==> src/rtl/fr_track_pkg.sv <==
// Shared types and defaults for the frequency/phase tracking blocks.
package fr_track_pkg;

  localparam int unsigned DEF_TW           = 32;
  localparam int unsigned DEF_DEG_SCALE    = 360;
  localparam int unsigned DEF_PAIR_TIMEOUT = 4096;

  localparam logic [1:0] ERR_NONE    = 2'b00;
  localparam logic [1:0] ERR_TIMEOUT = 2'b01;
  localparam logic [1:0] ERR_PERIOD  = 2'b10;

  typedef enum logic [2:0] {
    ST_IDLE,
    ST_WAIT_PAIR,
    ST_MULT,
    ST_DIV_REQ,
    ST_DIV_WAIT,
    ST_OUT,
    ST_DRAIN
  } state_t;

endpackage

==> src/rtl/edge_pair_capture.sv <==
// Collects one voltage and one current edge timestamp and times out a half-complete pair.
module edge_pair_capture #(
  parameter int unsigned TW           = 32,
  parameter int unsigned PAIR_TIMEOUT = 4096
) (
  input  logic          clk,
  input  logic          rst,
  input  logic          enable,
  input  logic          clear,
  input  logic          v_edge_valid,
  input  logic [TW-1:0] v_edge_time,
  input  logic          i_edge_valid,
  input  logic [TW-1:0] i_edge_time,
  output logic [TW-1:0] v_time,
  output logic [TW-1:0] i_time,
  output logic          pair_ready,
  output logic          timeout
);

  localparam int unsigned CW = $clog2(PAIR_TIMEOUT + 1);

  logic          v_flag;
  logic          i_flag;
  logic [CW-1:0] cnt;
  logic          any_edge;

  assign any_edge   = v_edge_valid | i_edge_valid;
  assign pair_ready = v_flag & i_flag;
  // A fresh edge in the expiry cycle wins over the timeout.
  assign timeout    = enable & (v_flag ^ i_flag) & ~any_edge &
                      (cnt >= CW'(PAIR_TIMEOUT - 1));

  always_ff @(posedge clk) begin
    if (rst) begin
      v_flag <= 1'b0;
      i_flag <= 1'b0;
      v_time <= '0;
      i_time <= '0;
      cnt    <= '0;
    end else if (clear) begin
      v_flag <= 1'b0;
      i_flag <= 1'b0;
      cnt    <= '0;
    end else if (enable) begin
      if (timeout) begin
        v_flag <= 1'b0;
        i_flag <= 1'b0;
        cnt    <= '0;
      end else begin
        if (v_edge_valid) begin
          v_flag <= 1'b1;
          v_time <= v_edge_time;
        end
        if (i_edge_valid) begin
          i_flag <= 1'b1;
          i_time <= i_edge_time;
        end
        if (any_edge) cnt <= '0;
        else if (v_flag ^ i_flag) cnt <= cnt + CW'(1);
      end
    end
  end

endmodule

==> src/rtl/phase_meas_ctrl.sv <==
// Pairs V/I edges, scales the signed offset by DEG_SCALE and runs it through a shared divider.
module phase_meas_ctrl
  import fr_track_pkg::*;
#(
  parameter int unsigned TW           = DEF_TW,
  parameter int unsigned DEG_SCALE    = DEF_DEG_SCALE,
  parameter int unsigned PAIR_TIMEOUT = DEF_PAIR_TIMEOUT
) (
  input  logic                 clk,
  input  logic                 rst,
  input  logic                 fre_done,
  input  logic [TW-1:0]        v_period_time,
  input  logic                 v_edge_valid,
  input  logic [TW-1:0]        v_edge_time,
  input  logic                 i_edge_valid,
  input  logic [TW-1:0]        i_edge_time,
  output logic                 div_start,
  output logic [2*TW-1:0]      div_dividend,
  output logic [TW-1:0]        div_divisor,
  input  logic                 div_done,
  input  logic [TW-1:0]        div_quotient,
  output logic signed [TW-1:0] delta_t,
  output logic signed [TW-1:0] phase_diff,
  output logic                 phase_valid,
  output logic [1:0]           err
);

  state_t         state;
  logic           start_r;
  logic           sign_r;
  logic [TW-1:0]  v_time;
  logic [TW-1:0]  i_time;
  logic           pair_ready;
  logic           timeout;
  logic           cap_enable;
  logic           cap_clear;
  logic [TW-1:0]  delta_c;
  logic [TW-1:0]  mag_c;
  logic           sign_c;
  logic [2*TW-1:0] product_c;

  assign cap_enable = (state == ST_WAIT_PAIR) & ~pair_ready;
  assign cap_clear  = (state != ST_WAIT_PAIR);

  edge_pair_capture #(
    .TW           (TW),
    .PAIR_TIMEOUT (PAIR_TIMEOUT)
  ) u_capture (
    .clk          (clk),
    .rst          (rst),
    .enable       (cap_enable),
    .clear        (cap_clear),
    .v_edge_valid (v_edge_valid),
    .v_edge_time  (v_edge_time),
    .i_edge_valid (i_edge_valid),
    .i_edge_time  (i_edge_time),
    .v_time       (v_time),
    .i_time       (i_time),
    .pair_ready   (pair_ready),
    .timeout      (timeout)
  );

  // Modular difference keeps the sign right across counter wrap.
  assign delta_c   = i_time - v_time;
  assign sign_c    = delta_c[TW-1];
  assign mag_c     = sign_c ? (~delta_c + TW'(1)) : delta_c;
  assign product_c = (2*TW)'(mag_c) * (2*TW)'(DEG_SCALE);

  // Losing fre_done in the request cycle suppresses the start pulse.
  assign div_start = start_r & fre_done;

  always_ff @(posedge clk) begin
    if (rst) begin
      state        <= ST_IDLE;
      start_r      <= 1'b0;
      sign_r       <= 1'b0;
      div_dividend <= '0;
      div_divisor  <= '0;
      delta_t      <= '0;
      phase_diff   <= '0;
      phase_valid  <= 1'b0;
      err          <= ERR_NONE;
    end else begin
      start_r     <= 1'b0;
      phase_valid <= 1'b0;
      err         <= ERR_NONE;
      case (state)
        ST_IDLE: if (fre_done) state <= ST_WAIT_PAIR;
        ST_WAIT_PAIR: begin
          if (!fre_done) state <= ST_IDLE;
          else if (pair_ready) begin
            div_divisor <= v_period_time;
            state       <= ST_MULT;
          end else if (timeout) err <= ERR_TIMEOUT;
        end
        ST_MULT: begin
          delta_t <= $signed(delta_c);
          sign_r  <= sign_c;
          if (!fre_done) state <= ST_IDLE;
          else if (div_divisor == '0 || mag_c >= div_divisor) begin
            err   <= ERR_PERIOD;
            state <= ST_WAIT_PAIR;
          end else if (delta_c == '0) begin
            phase_diff  <= '0;
            phase_valid <= 1'b1;
            state       <= ST_OUT;
          end else begin
            div_dividend <= product_c;
            start_r      <= 1'b1;
            state        <= ST_DIV_REQ;
          end
        end
        ST_DIV_REQ: state <= fre_done ? ST_DIV_WAIT : ST_IDLE;
        ST_DIV_WAIT: begin
          if (div_done) begin
            if (fre_done) begin
              phase_diff  <= sign_r ? $signed(~div_quotient + TW'(1)) : $signed(div_quotient);
              phase_valid <= 1'b1;
              state       <= ST_OUT;
            end else state <= ST_IDLE;
          end else if (!fre_done) state <= ST_DRAIN;
        end
        ST_OUT:   state <= ST_WAIT_PAIR;
        ST_DRAIN: if (div_done) state <= ST_IDLE;
        default:  state <= ST_IDLE;
      endcase
    end
  end

endmodule
==> config.mk <==
export PLATFORM = sky130hd
export DESIGN_NAME = phase_meas_ctrl
export DESIGN_NICKNAME = d
export VERILOG_FILES = /design/src/rtl/fr_track_pkg.sv /design/src/rtl/edge_pair_capture.sv /design/src/rtl/phase_meas_ctrl.sv
export SDC_FILE = /design/constraint.sdc
export NUM_CORES = 1
export LEC_CHECK = 0
export BUFFER_PORTS_ARGS = -buffer_cell sky130_fd_sc_hd__buf_2
export CAP_MARGIN = 15
export CORE_MARGIN = 2
export CORE_UTILIZATION = 45
export CTS_BUF_LIST = sky130_fd_sc_hd__clkbuf_2
export CTS_CLUSTER_SIZE = 24
export DETAILED_ROUTE_END_ITERATION = 7
export HOLD_SLACK_MARGIN = 0.03
export PLACE_DENSITY = 0.75
export SLEW_MARGIN = 10
export SYNTH_ARGS = -nofsm -noshare
export SYNTH_HDL_FRONTEND = slang
export SYNTH_SLANG_ARGS = --single-unit
==> constraint.sdc <==
create_clock -name clk -period 7 [get_ports clk]
set_clock_uncertainty 0.2 [all_clocks]
set_input_delay 1.4 -clock clk [delete_from_list [all_inputs] [get_ports clk]]
set_output_delay 1.4 -clock clk [all_outputs]
set_load 0.01 [all_outputs]
==> out/qor.csv, run 1 <==
stage,metric,value,unit
final_layout,layout.cells.non_filler,3120,
clock_tree,cts_hold_buf,0,
timing,slew_violations,0,
detailed_routing,postRouteAntennaNets,0,
detailed_routing,wl_met1,22600,um
final_layout,syn_to_final_growth,30.1,%
worst_setup_path,crit_buf_inv,4,
worst_setup_path,timing.rr.start,u_capture.i_time[0],
placement,gp_congestion,0.919,
timing,setup_tns,-249,ps
synth,netlist_top_cells_area,"dfxtp_1 27%, ha_1 11%, nand2_1 7.6%",
clock_tree,cts_tree,yes,
detailed_routing,drt_pre_antenna_iters,5,
global_routing,gr-total-overflow,0,
job,max_cap_viol_count,0,
min_path,min_from,u_capture.v_time[2],
outcome,violations,setup timing,
synth,ys.flop_type,dfxtp_1,
timing,fin_crit_sh,102,%
detailed_routing,wl_met2,23900,um
min_path,hp-class,register to register,
synth,syn_area,0.0165,sq mm
synth,syn_area_per_cell,7.83,sq um
worst_setup_path,path_class,register to register,
clock_tree,cts_buffers,66,
timing,rsz0062_at_grt,true,
min_path,hold_path_depth,2,
floorplanning,core,0.0363,sq mm
timing,max_slew_margin,31.8,%
timing,fmax,140,MHz
worst_setup_path,path_max_fanout,4,
timing,period_minus_slack,7160,ps
synth,synth_top_area_share,26.6,%
placement,dp_hpwl,38700,um
placement,dp_cells,2975,
synth,synth-edff-count,0,
synth,netlist_instances,2111,
clock_tree,clock-sinks,220,
detailed_routing,drt_iter0_markers,1175,
synth,synth_async_sr_flop_share,0,%
worst_setup_path,crit_path_end_kind,register,
clock_tree,clock_path_buffers,3,
global_routing,first_global_vias,16100,
floorplanning,num_rows,70,
min_path,min_to,u_capture.v_time[2],
placement,port_buffers,271,
final_layout,layout-drive-gt1-share,30.5,%
synth,yosysSeqAreaShare,26.6,%
detailed_routing,wl_met3,3410,um
floorplanning,die_w,196,um
global_routing,antenna_found_initial,1,
clock_tree,root_buffer,clkbuf_2,
synth,yosysUniqueCellTypes,86,
final_layout,fin_area,0.0215,sq mm
floorplanning,die_h,196,um
detailed_routing,totalWireLength,51800,um
detailed_routing,drc,0,
synth,yosys_register_bits,220,
clock_tree,clk_latency,930,ps
clock_tree,htreeDepth,3,
worst_setup_path,startpoint_type,register,
floorplanning,die_area,0.0383,sq mm
final_layout,final_cell_mix,"331 x nand2_1, 270 x buf_2, 251 x buf_4, 217 x a21oi_1, 214 x dfxtp_1",
worst_setup_path,crit_slowest_cell,or4_4,
timing,worstMarginPinSlew,1020,ps
detailed_routing,vias_per_cell,5.38,
worst_setup_path,critical-path-max-stage-delay,560,ps
floorplanning,initial_core_util,45.5,%
worst_setup_path,r2r_setup_slack,-160,ps
detailed_routing,vias,16800,
worst_setup_path,critPathRequiredTime,7550,ps
outcome,outcome,"complete, but fails checks",
clock_tree,clk_pin_slew_worst_paths,90,ps
synth,yosysTopAreaCell,dfxtp_1,
worst_setup_path,worst_ep_arrival_time,7710,ps
worst_setup_path,worst-r2r-cell-count,31,
timing,finalHoldViolations,0,
timing,setup_violations,3,
global_routing,grt_use_total,25.4,%
floorplanning,ios,298,
synth,yosys_warnings,0,
worst_setup_path,cp_top_family,compound AO/OA/AOI/OAI gates,
timing,setup_slack,-160,ps
placement,dpl-instance-area,0.0198,sq mm
final_layout,final_nets,2943,
detailed_routing,highest_layer,met4,
detailed_routing,avgRoutedWirePerCell,16.6,um
worst_setup_path,r2r_end,div_dividend[38],
global_routing,grt_start_max_net_pins,81,
final_layout,final_common_cell,nand2_1,
final_layout,fin_util,59.2,%
global_routing,grt_pass1_wl,79300,um
[how the worst max path moves through the flow]
stage,startpoint,to,slack [ps],cells past startpoint
2_1_floorplan,u_capture.i_time[0],div_dividend[38],-30,31
3_3_place_gp,u_capture.i_time[0],div_dividend[38],-200,31
3_5_place_dp,u_capture.i_time[0],div_dividend[38],-430,31
4_1_cts,u_capture.i_time[0],div_dividend[38],-70,31
5_1_grt,u_capture.i_time[0],div_dividend[38],-370,32
6_report,u_capture.i_time[0],div_dividend[38],-160,31
[flip-flops by register name, indices dropped and copies added (netlist names)]
register,flops
div_dividend,38
delta_t,32
div_divisor,32
phase_diff,32
u_capture.i_time,32
u_capture.v_time,32
u_capture.cnt,13
state,3
err,2
phase_valid,1
start_r,1
u_capture.i_flag,1
u_capture.v_flag,1
[layout make-up]
| cell class | count | area [sq um] |
|---|---|---|
| multi-input combinational | 1589 | 11800 |
| clock inverter | 14 | 56.3 |
| fill | 3193 | 14800 |
| antenna | 1 | 2.50 |
| tap | 468 | 586 |
| timing repair buffer | 535 | 3430 |
| inverter | 205 | 769 |
| clock buffer | 88 | 440 |
| sequential | 220 | 4410 |
[tightest hold or removal path: stages, from the launching register on]
cell and delay (ps):
dfxtp_1 310, nand2_1 50, a21oi_1 50
[metrics by stage]
stage	setup slack, ps	hold slack (ps)
after floorplan	-32.0	236
after global placement	-199	242
after detailed placement	-426	247
after CTS	-68.3	260
after global routing	-368	278
final	-160	257
[cell usage after synthesis, types with 4 or more instances]
master	number
a211oi_1	22
a21o_1	35
a21oi_1	235
a31oi_1	13
and2_1	12
and3_1	13
and4_1	7
buf_2	11
buf_4	27
clkbuf_1	73
dfxtp_1	220
fa_1	49
ha_1	143
inv_1	204
mux2i_1	36
nand2_1	336
nand2b_1	47
nand3_1	41
nand4_1	17
nand4b_1	5
nor2_1	117
nor2b_1	15
nor3_1	26
nor3b_1	4
nor4_1	13
o211ai_1	7
o21a_1	16
o21ai_0	75
o21ai_1	4
o21bai_1	12
o2bb2ai_2	8
o31a_1	4
o31ai_1	25
o41ai_1	4
or2_2	7
or3_1	11
or4_1	9
xnor2_1	88
xor2_1	46
[cell families after synthesis]
kind of cell	synth area share, %
compound gates	19.1
xor+xnor	7.27
fa+ha+maj	16.8
buf+inv	8.44
flops	26.6
mux	2.18
other cells	0.0227
simple gates	19.5
[what timing repair did]
| action | CTS | global route |
|---|---|---|
| pin swaps | 42 | 94 |
| hold endpoints to repair | 0 | 0 |
| buffers inserted | 10 | 31 |
| resized for setup | 25 | 140 |
| setup endpoints to repair | 9 | 39 |
[metal layers]
metal  track usage [%]  up-vias
met2              42.4      629
met5                 0        -
met1              32.6     7863
li1                  -     8157
met4              10.2        0
met3              4.31      122
Power of run 1 is not shown: default switching activity piles up to over one toggle a cycle in this logic, so the estimate is an artifact.
==> inputs of run 2 (changes only) <==
--- a/config.mk
+++ b/config.mk
@@ -14,5 +14,6 @@
 export DETAILED_ROUTE_END_ITERATION = 7
+export GPL_TIMING_DRIVEN = 0
 export HOLD_SLACK_MARGIN = 0.03
 export PLACE_DENSITY = 0.75
-export SLEW_MARGIN = 10
+export SLEW_MARGIN = 20
 export SYNTH_ARGS = -nofsm -noshare
==> constraint.sdc (replaced) <==
create_clock -name clk -period 7 [get_ports clk]
set_clock_uncertainty 0.2 [all_clocks]
set_input_delay 0 -clock clk [delete_from_list [all_inputs] [get_ports clk]]
set_output_delay 0 -clock clk [all_outputs]
set_load 0.01 [all_outputs]
==> out/qor.csv, run 2 (synthesized netlist as in run 1, its figures left out) <==
stage,metric,value,unit,change
clock_tree,clock-sinks,220,,unchanged
timing,fin_crit_sh,109,%,+7.1 points
clock_tree,root_buffer,clkbuf_2,,
worst_setup_path,path_class,register to register,,
timing,slew_violations,0,,unchanged
final_layout,layout-drive-gt1-share,24.0,%,-6.5 points
final_layout,top_register,div_dividend,,
worst_setup_path,critical-path-max-stage-delay,520,ps,-40 ps
floorplanning,core,0.0363,sq mm,unchanged
placement,port_buffers,270,,-0.37%
min_path,hp-class,input pin to register,,
floorplanning,num_rows,70,,unchanged
final_layout,fin_util,72.9,%,+14 points
global_routing,first_global_vias,20900,,+30%
timing,fmax,131,MHz,-6.5%
worst_setup_path,crit_top_cell,inv_1,,
placement,dp_cells,2874,,-3.4%
timing,setup_tns,-6400,ps,-6150 ps
detailed_routing,vias_per_cell,5.76,,+7.2%
timing,period_minus_slack,7660,ps,+500 ps
worst_setup_path,crit_path_end_kind,register,,
placement,dp_hpwl,40600,um,+5.1%
global_routing,gr-total-overflow,0,,unchanged
worst_setup_path,startpoint_type,register,,
floorplanning,die_w,196,um,unchanged
worst_setup_path,worst_ep_arrival_time,8350,ps,+640 ps
final_layout,final_common_cell,dlygate4sd3_1,,
global_routing,grt_use_total,36.6,%,+11 points
timing,finalHoldViolations,0,,unchanged
detailed_routing,totalWireLength,75900,um,+47%
clock_tree,cts_buffers,60,,-9.1%
timing,max_slew_margin,26.3,%,-5.5 points
clock_tree,clock_path_buffers,3,,unchanged
floorplanning,initial_core_util,45.5,%,unchanged
timing,setup_violations,17,,+14
timing,worstMarginPinSlew,1100,ps,+82.4 ps
clock_tree,clk_pin_slew_worst_paths,130,ps,+40 ps
final_layout,syn_to_final_growth,60.3,%,
final_layout,layout.cells.non_filler,3596,,+15%
detailed_routing,drt_iter0_markers,1947,,+66%
final_layout,final_cell_mix,"507 x dlygate4sd3_1, 332 x nand2_1, 273 x buf_2, 210 x a21oi_1, 208 x dfxtp_1",,
detailed_routing,drc,2,,+2
final_layout,fin_area,0.0265,sq mm,+23%
timing,setup_slack,-660,ps,-500 ps
placement,gp_congestion,0.970,,+5.6%
outcome,outcome,"complete, but fails checks",,
floorplanning,ios,298,,unchanged
final_layout,final_nets,3399,,+15%
global_routing,antenna_found_initial,13,,+12
detailed_routing,vias,20700,,+24%
worst_setup_path,critPathRequiredTime,7690,ps,+140 ps
timing,rsz0062_at_grt,true,,
outcome,violations,"DRC, setup timing",,
global_routing,grt_pass1_wl,110000,um,+39%
final_layout,nFillCells,2426,,-24%
floorplanning,die_h,196,um,unchanged
final_layout,largest_reg_flops,38,,unchanged
clock_tree,htreeDepth,2,,-1
worst_setup_path,crit_slowest_cell,a2111o_1,,
detailed_routing,postRouteAntennaNets,0,,unchanged
clock_tree,clk_latency,1190,ps,+260 ps
placement,dpl-instance-area,0.0188,sq mm,-5.3%
global_routing,grt_start_max_net_pins,18,,-78%
clock_tree,cts_tree,yes,,
worst_setup_path,path_max_fanout,10,,+6
detailed_routing,avgRoutedWirePerCell,21.1,um,+27%
job,max_cap_viol_count,0,,unchanged
floorplanning,die_area,0.0383,sq mm,unchanged
detailed_routing,drt_pre_antenna_iters,8,,+3
run 2: path summary, 6_finish.rpt:
check | start | end | slack (ps) | cells past startpoint
hold reg to reg | delta_t[27] | delta_t[27] | 270 | 2
setup reg to reg | u_capture.v_time[8] | div_dividend[40] | -660 | 32
setup / recovery | u_capture.v_time[8] | div_dividend[40] | -660 | 32
hold / removal | v_period_time[19] | div_divisor[19] | 160 | 5
run 2: timing repair:
item | CTS | global route
hold buffers | 507 | 0
resized for setup | 108 | 147
setup endpoints to repair | 39 | 73
pin swaps | 61 | 87
setup buffers | 57 | 51
endpoints found under the hold margin | 190 | 0
run 2: final cells by class:
type | count | area (sq um) | share of cell area (%)
sequential | 220 | 4420 | 16.7
multi-input combinational | 1589 | 12200 | 46.1
inverter | 205 | 769 | 2.90
buffer | 115 | 673 | 2.54
timing repair buffer | 882 | 7270 | 27.4
clock buffer | 80 | 400 | 1.51
clock inverter | 24 | 134 | 0.505
tap | 468 | 586 | 2.21
antenna | 13 | 32.5 | 0.123
run 2: critical path: cells and delay by family (launching register included):
kind / cells / cell delay (ps)
AOI/OAI and AO/OA: 12 / 2470
DFF: 1 / 430
buffers and inverters: 6 / 720
adders and majority gates: 5 / 1990
xor gates and xnor gates: 3 / 650
and+or+nand+nor: 6 / 960
run 2: stage by stage:
step	worst slack [ps]	hold WS [ps]
floorplan	-32.0	-71.6
global placement	-1020	38.6
detailed placement	-1030	45.5
CTS	-354	30.3
global route	-787	130
finish	-660	162
run 2: metal layers:
metal | vias up | track usage (%) | part of all wire, %
met5 | - | 0 | 0.054
met4 | 6 | 26.4 | 8.5
met3 | 551 | 9.61 | 10
met2 | 1464 | 63.3 | 47
met1 | 9634 | 38.9 | 34
li1 | 9067 | - | -
Power of run 2 is left out for the same reason.
